==> src/rtl/mem_arbiter.sv <==
`default_nettype none
// ============================================================================
// Module   : mem_arbiter
// Brief    : Shares one fixed-latency memory between fetch and data ports,
//            data first with a starvation guard for fetch.
// Revision : 1.0 - initial release
// ============================================================================
module mem_arbiter #(
  parameter int ADDR_W     = 32,
  parameter int DATA_W     = 32,
  parameter int MEM_LAT    = 2,
  parameter int STARVE_MAX = 4
) (
  input  logic              clock,
  input  logic              reset,
  input  logic              i_req,
  input  logic [ADDR_W-1:0] i_addr,
  output logic [DATA_W-1:0] i_rdata,
  output logic              i_ack,
  input  logic              d_req,
  input  logic              d_we,
  input  logic [ADDR_W-1:0] d_addr,
  input  logic [DATA_W-1:0] d_wdata,
  output logic [DATA_W-1:0] d_rdata,
  output logic              d_ack,
  output logic              m_en,
  output logic              m_we,
  output logic [ADDR_W-1:0] m_addr,
  output logic [DATA_W-1:0] m_wdata,
  input  logic [DATA_W-1:0] m_rdata,
  output logic              busy
);

  localparam int CNT_W  = (MEM_LAT > 1) ? $clog2(MEM_LAT) : 1;
  localparam int SCNT_W = $clog2(STARVE_MAX + 1);
  localparam logic [CNT_W-1:0]  CNT_LOAD = CNT_W'(MEM_LAT - 1);
  localparam logic [SCNT_W-1:0] SCNT_MAX = SCNT_W'(STARVE_MAX);

  typedef enum logic [1:0] {
    IDLE = 2'd0,
    WAIT = 2'd1,
    ACK  = 2'd2
  } state_t;

  state_t              state_q, state_d;
  logic [CNT_W-1:0]    cnt_q, cnt_d;
  logic [SCNT_W-1:0]   scnt_q, scnt_d;
  logic                gnt_data_q, gnt_data_d;
  logic                we_q, we_d;
  logic                en_q, en_d;
  logic [ADDR_W-1:0]   addr_q, addr_d;
  logic [DATA_W-1:0]   wdata_q, wdata_d;
  logic [DATA_W-1:0]   i_rdata_q, i_rdata_d;
  logic [DATA_W-1:0]   d_rdata_q, d_rdata_d;
  logic                data_wins;

  // Fetch overrides data only once data has won STARVE_MAX times in a row
  // while fetch was waiting.
  assign data_wins = d_req && !(i_req && (scnt_q == SCNT_MAX));

  always_ff @(posedge clock or negedge reset) begin
    if (!reset) begin
      state_q    <= IDLE;
      cnt_q      <= '0;
      scnt_q     <= '0;
      gnt_data_q <= 1'b0;
      we_q       <= 1'b0;
      en_q       <= 1'b0;
      addr_q     <= '0;
      wdata_q    <= '0;
      i_rdata_q  <= '0;
      d_rdata_q  <= '0;
    end else begin
      state_q    <= state_d;
      cnt_q      <= cnt_d;
      scnt_q     <= scnt_d;
      gnt_data_q <= gnt_data_d;
      we_q       <= we_d;
      en_q       <= en_d;
      addr_q     <= addr_d;
      wdata_q    <= wdata_d;
      i_rdata_q  <= i_rdata_d;
      d_rdata_q  <= d_rdata_d;
    end
  end

  always_comb begin
    state_d    = state_q;
    cnt_d      = cnt_q;
    scnt_d     = scnt_q;
    gnt_data_d = gnt_data_q;
    we_d       = we_q;
    en_d       = 1'b0;
    addr_d     = addr_q;
    wdata_d    = wdata_q;
    i_rdata_d  = i_rdata_q;
    d_rdata_d  = d_rdata_q;

    unique case (state_q)
      IDLE: begin
        if (i_req || d_req) begin
          state_d    = WAIT;
          en_d       = 1'b1;
          cnt_d      = CNT_LOAD;
          gnt_data_d = data_wins;
          if (data_wins) begin
            addr_d  = d_addr;
            we_d    = d_we;
            wdata_d = d_wdata;
            if (!i_req)
              scnt_d = '0;
            else if (scnt_q != SCNT_MAX)
              scnt_d = scnt_q + SCNT_W'(1);
          end else begin
            addr_d  = i_addr;
            we_d    = 1'b0;
            wdata_d = '0;
            scnt_d  = '0;
          end
        end
      end
      WAIT: begin
        if (cnt_q == '0) begin
          state_d = ACK;
          if (!we_q) begin
            if (gnt_data_q)
              d_rdata_d = m_rdata;
            else
              i_rdata_d = m_rdata;
          end
        end else begin
          cnt_d = cnt_q - CNT_W'(1);
        end
      end
      ACK:     state_d = IDLE;
      default: state_d = IDLE;
    endcase
  end

  assign m_en    = en_q;
  assign m_we    = en_q & we_q;
  assign m_addr  = addr_q;
  assign m_wdata = wdata_q;
  assign i_rdata = i_rdata_q;
  assign d_rdata = d_rdata_q;
  assign i_ack   = (state_q == ACK) && !gnt_data_q;
  assign d_ack   = (state_q == ACK) && gnt_data_q;
  assign busy    = (state_q != IDLE);

endmodule
`default_nettype wire

==> config.mk <==
export PLATFORM = sky130hd
export DESIGN_NAME = mem_arbiter
export DESIGN_NICKNAME = d
export VERILOG_FILES = /design/src/rtl/mem_arbiter.sv
export SDC_FILE = /design/constraint.sdc
export NUM_CORES = 1
export LEC_CHECK = 0
export CAP_MARGIN = 20
export CORE_MARGIN = 2
export CORE_UTILIZATION = 41
export DETAILED_ROUTE_END_ITERATION = 16
export PLACE_DENSITY = 0.85
export SYNTH_ARGS = -nofsm -noshare
export SYNTH_HDL_FRONTEND = slang
export SYNTH_SLANG_ARGS = --single-unit
export TNS_END_PERCENT = 10
==> constraint.sdc <==
create_clock -name clock -period 2.13 [get_ports clock]
set_input_delay 0.426 -clock clock [delete_from_list [all_inputs] [get_ports clock]]
set_output_delay 0.426 -clock clock [all_outputs]
set_load 0.1 [all_outputs]
After elaboration in Yosys (flattened, before gate mapping)
Cells that the tools add are included.
{ "totals": {"reg_bits": 137, "wordCells": 53, "out_inout_bits": 133, "input_bits": 133} }
{ "classes": {"bitwise": 4, "eq_ne": 7, "n_reduce_logical": 16, "addsub": 2, "mux": 14} }
{ "ops": {"columns": ["op", "count"], "rows": [
  ["$mux 32", 2],
  ["$mux 3", 3],
  ["$reduce_and 4->1", 2],
  ["$reduce_and 2->1", 3],
  ["$mux 1", 5],
  ["$logic_and 1x1->1", 4],
  ["$mux 2", 2],
  ["$ne 2x2->1 const B", 2],
  ["$pmux 2 s2", 1],
  ["$reduce_bool 2->1", 2],
  ["$add 3x1->3 const B", 1],
  ["$eq 3x3->1 const B", 1],
  ["$ne 3x2->1 const B", 1],
  ["$ne 3x3->1 const B", 1],
  ["$not 1->1", 3],
  ["$reduce_and 3->1", 1],
  ["$eq 2x1->1 const B", 1],
  ["$eq 2x2->1 const B", 1],
  ["$logic_not 1->1", 2],
  ["$logic_not 2->1", 1],
  ["$pmux 1 s2", 1],
  ["$and 1x1->1", 1],
  ["$logic_or 1x1->1", 1],
  ["$sub 1x1->1 const B", 1]
]} }

Longest topological paths before layout
{ "depth": {"ltp_word": 6, "depth_mapped": 7, "ltp_nobuf": 5} }

Worst setup path before layout
No wires, ideal clock.
{ "synth_path": {"path_type": "reg-to-output", "from": "register state_q[0]", "to": "output port i_ack", "path_slack_ns": -0.942, "n_path_buf": 0, "t_required_ns": 1.704, "path_stages_with_launch": 2, "arrival_time_ns": 2.646, "cell_sequence": "dfrtp_1 > nor3b_1"} }
{ "synth_via": {"elab_chain_cells": 2} }
{ "synth_rtl": {"columns": ["item", "line_no", "source"], "rows": [
  ["from (decl)", "45", "state_t state_q, state_d;"],
  ["from (signal assigned)", "74", "state_q <= state_d;"],
  ["$eq 2x2->1", "146", "assign i_ack = (state_q == ACK) && !gnt_data_q;"],
  ["$logic_and 1x1->1", "146", null],
  ["to (decl)", "19", "output logic i_ack,"]
]} }
No other way between the ends.

Worst setup path in the final report
{ "layout_path": {"from": "register state_q[1]", "to": "register d_rdata_q[2] (netlist: d_rdata[2])"} }
{ "layout_via": {"elab_chain_cells": 2} }
{ "layout_rtl": {"columns": ["item", "line_no", "source"], "rows": [
  ["$eq 2x1->1", "99", "unique case (state_q)"],
  ["$reduce_and 4->1 (no source line)", null, null],
  ["to (signal assigned)", "83", "d_rdata_q <= d_rdata_d;"],
  ["to (decl)", "54", "logic [DATA_W-1:0] d_rdata_q, d_rdata_d;"]
]} }
No other way between the ends.
A chain may end at the register's enable or synchronous reset.

==> impl_metrics.env <==
export IMPL_status="finished clean"
export IMPL_rsz0062_at_grt="false"
export IMPL_cts_buffers=17
export IMPL_critPathArrivalTime_ps=2280
export IMPL_grtUsageTotal_pct=21.4
export IMPL_ff2ff_setup_slack_ps=140
export IMPL_clockBufferDepth=2
export IMPL_maxCapViolCount=0
export IMPL_clock_latency_ps=410
export IMPL_grt_pass1_wl_um=24700
export IMPL_antenna_found_initial=0
export IMPL_worstHoldPathCells=1
export IMPL_synth_common_cells="dfrtp_1, inv_1, a22o_1, nand3_1"
export IMPL_grt_ovfl_total=0
export IMPL_cts_setup_buffers=0
export IMPL_cp_num_buf_inv=1
export IMPL_dp_cells=851
export IMPL_hp_start="i_rdata[4]"
export IMPL_num_vias=4658
export IMPL_critical_path_class="register to register"
export IMPL_cts_root_buf="clkbuf_16"
export IMPL_rr_endpoint="d_rdata[2]"
export IMPL_drtAntennaViolNets=0
export IMPL_crit_fanout=32
export IMPL_fp_dieH_um=122
export IMPL_grt_max_degree=54
export IMPL_start_util_pct=41.6
export IMPL_yosys_warnings=0
export IMPL_synth_top_cell_by_area="dfrtp_1"
export IMPL_synth_area_mm2=0.00573
export IMPL_n_fill_cell=1013
export IMPL_htree_levels=4
export IMPL_synth_cells=431
export IMPL_period_share_pct=93.5
export IMPL_yosys_top_cells_area="dfrtp_1, mux2_4, mux2_2, a22o_1, o221ai_1"
export IMPL_diodes=0
export IMPL_cp_data_required_time_ps=2420
export IMPL_cp_slowest_cell="or4b_2"
export IMPL_initialDrtViolationCount=304
export IMPL_hold_path_end="i_rdata[4]"
export IMPL_worst_slew_pin_slew_ps=429
export IMPL_cts_clk_slew_worst_paths_ps=60
export IMPL_ys_async_sr_fraction_pct=100
export IMPL_end_kind="register"
export IMPL_r2r_start="state_q[1]"
export IMPL_finalHoldViolations=0
export IMPL_syn_num_nets=566
export IMPL_die_area_mm2=0.0149
export IMPL_drtPass1Iterations=6
export IMPL_cts_tree="yes"
export IMPL_drive_gt1_share_pct=35.4
export IMPL_cts_sinks=137
export IMPL_grt_pass1_vias=4812
export IMPL_synth_edf_count=0
export IMPL_rr_worst_depth=4
export IMPL_critical_path_max_stage_delay_ps=680
export IMPL_fmax_mhz=502
export IMPL_routed_wirelength_um=16000
export IMPL_slew_viol_final=0
export IMPL_period_minus_slack_ps=1990
export IMPL_row_count=43
export IMPL_min_path_type="register to register"
export IMPL_avgSynthCellArea_um2=13.3
export IMPL_final_setup_viol_count=0
export IMPL_synth_top_area_share_pct=59.8
export IMPL_skew_ps=6.50
export IMPL_synth_seq_cells=137
export IMPL_place_gp_congestion=0.796
export IMPL_drc=0
export IMPL_finalNetCount=826
export IMPL_crit_chain="nand2b_4, or4b_2, buf_12, mux2_4"
export IMPL_post_synth_top_count_cell="dfrtp_1"
export IMPL_synth_cell_type_count=31
export IMPL_fin_cells=884
export IMPL_area_growth_pct=57.1
export IMPL_port_buffers=265
export IMPL_cts_resized=0
export IMPL_synth_ff_type="dfrtp_1"
export IMPL_dp_hpwl_um=11400
export IMPL_crit_family="simple AND/OR/NAND/NOR gates"
export IMPL_wl_per_cell_um=18.1
export IMPL_yosysSeqAreaShare_pct=59.8
export IMPL_crit_path_start_kind="register"
export IMPL_core_area_mm2=0.0138
export IMPL_die_width_um=122
export IMPL_vias_per_cell=5.27
export IMPL_max_slew_margin_rel_pct=71.4
export IMPL_io_pins=266
## layer usage
layer  global-route usage (%)  up-vias  share of wire (%)  wire [µm]
li1                         -     2110                  -          -
met1                     26.0     2294                 39       6270
met2                     36.0      217                 52       8240
met3                     5.58       37                6.5       1050
met4                     8.98        0                2.7        429
met5                        0        -                  0          0
## area by class of cell
type                            instances  area (µm²)  area share, %
Sequential cell                       137        3430           38.1
Clock inverter                         14         243           2.70
Multi-Input combinational cell        217        1970           21.8
Inverter                               37         139           1.54
Tap cell                              180         225           2.50
Clock buffer                           18         429           4.77
Timing Repair Buffer                  281        2570           28.5
## flip-flops by register name (all words and copies together) (netlist names)
register / count
cnt_q: 1
d_rdata: 32
gnt_data_q: 1
i_rdata: 32
m_addr: 32
m_en: 1
m_wdata: 32
scnt_q: 3
state_q: 2
we_q: 1
## cells by family after synthesis
family                   share of synthesized area [%]
AO/OA/AOI/OAI                                     10.7
XOR/XNOR                                         0.153
adder cells (fa/ha/maj)                          0.437
buffers and inverters                             6.22
flip-flops                                        59.8
multiplexers                                      14.5
AND/OR/NAND/NOR                                   8.06
## metrics by stage
stage / setup TNS, ps / worst slack [ps] / instance area [µm²] / utilization, % / hold WS [ps]
after floorplan: -57.5 / -57.5 / 5730 / - / 130
after global placement: 0 / 183 / 8320 / 60.4 / 376
after detailed placement: 0 / 92.7 / 8320 / 60.4 / 380
after CTS: 0 / 142 / 9000 / 65.3 / 506
after global routing: 0 / 88.5 / 9000 / 65.3 / 511
final: 0 / 139 / 9000 / 65.3 / 500
## placed cells by master (no fill, tap or decap), types with 4 or more instances in the layout
master	Yosys	routed
nand4_1	32	32
bufinv_16	0	6
dfrtp_1	137	137
a22o_1	33	33
nand3_1	33	33
o221ai_1	32	32
inv_1	37	37
mux2_4	30	30
clkbuf_16	0	17
buf_4	0	138
clkdlybuf4s50_1	0	131
buf_12	3	10
mux2_2	32	32
clkinv_4	0	4
## worst max path at each step
stage,slack [ps],cells past startpoint,end,startpoint
finish,140,4,d_rdata[2],state_q[1]
global route,90,4,d_rdata[2],state_q[1]
CTS,140,4,d_rdata[16],state_q[1]
detailed placement,90,6,m_addr[15],i_req
global placement,180,6,m_addr[8],i_req
floorplan,-60,1,m_we,m_en
## worst reg2reg max path, delay by kind of cell (launching register included)
family / cells / cell delay, ps
simple gates: 2 / 870
flops: 1 / 430
mux: 1 / 340
buf+inv: 1 / 240
## what timing repair did
action / CTS / global route
setup endpoints to repair: 0 / 0
hold endpoints to repair: 43 / 0
hold buffers: 1 / 0
Power is not shown: default switching activity piles up to over one toggle a cycle in this logic, so the estimate is an artifact.
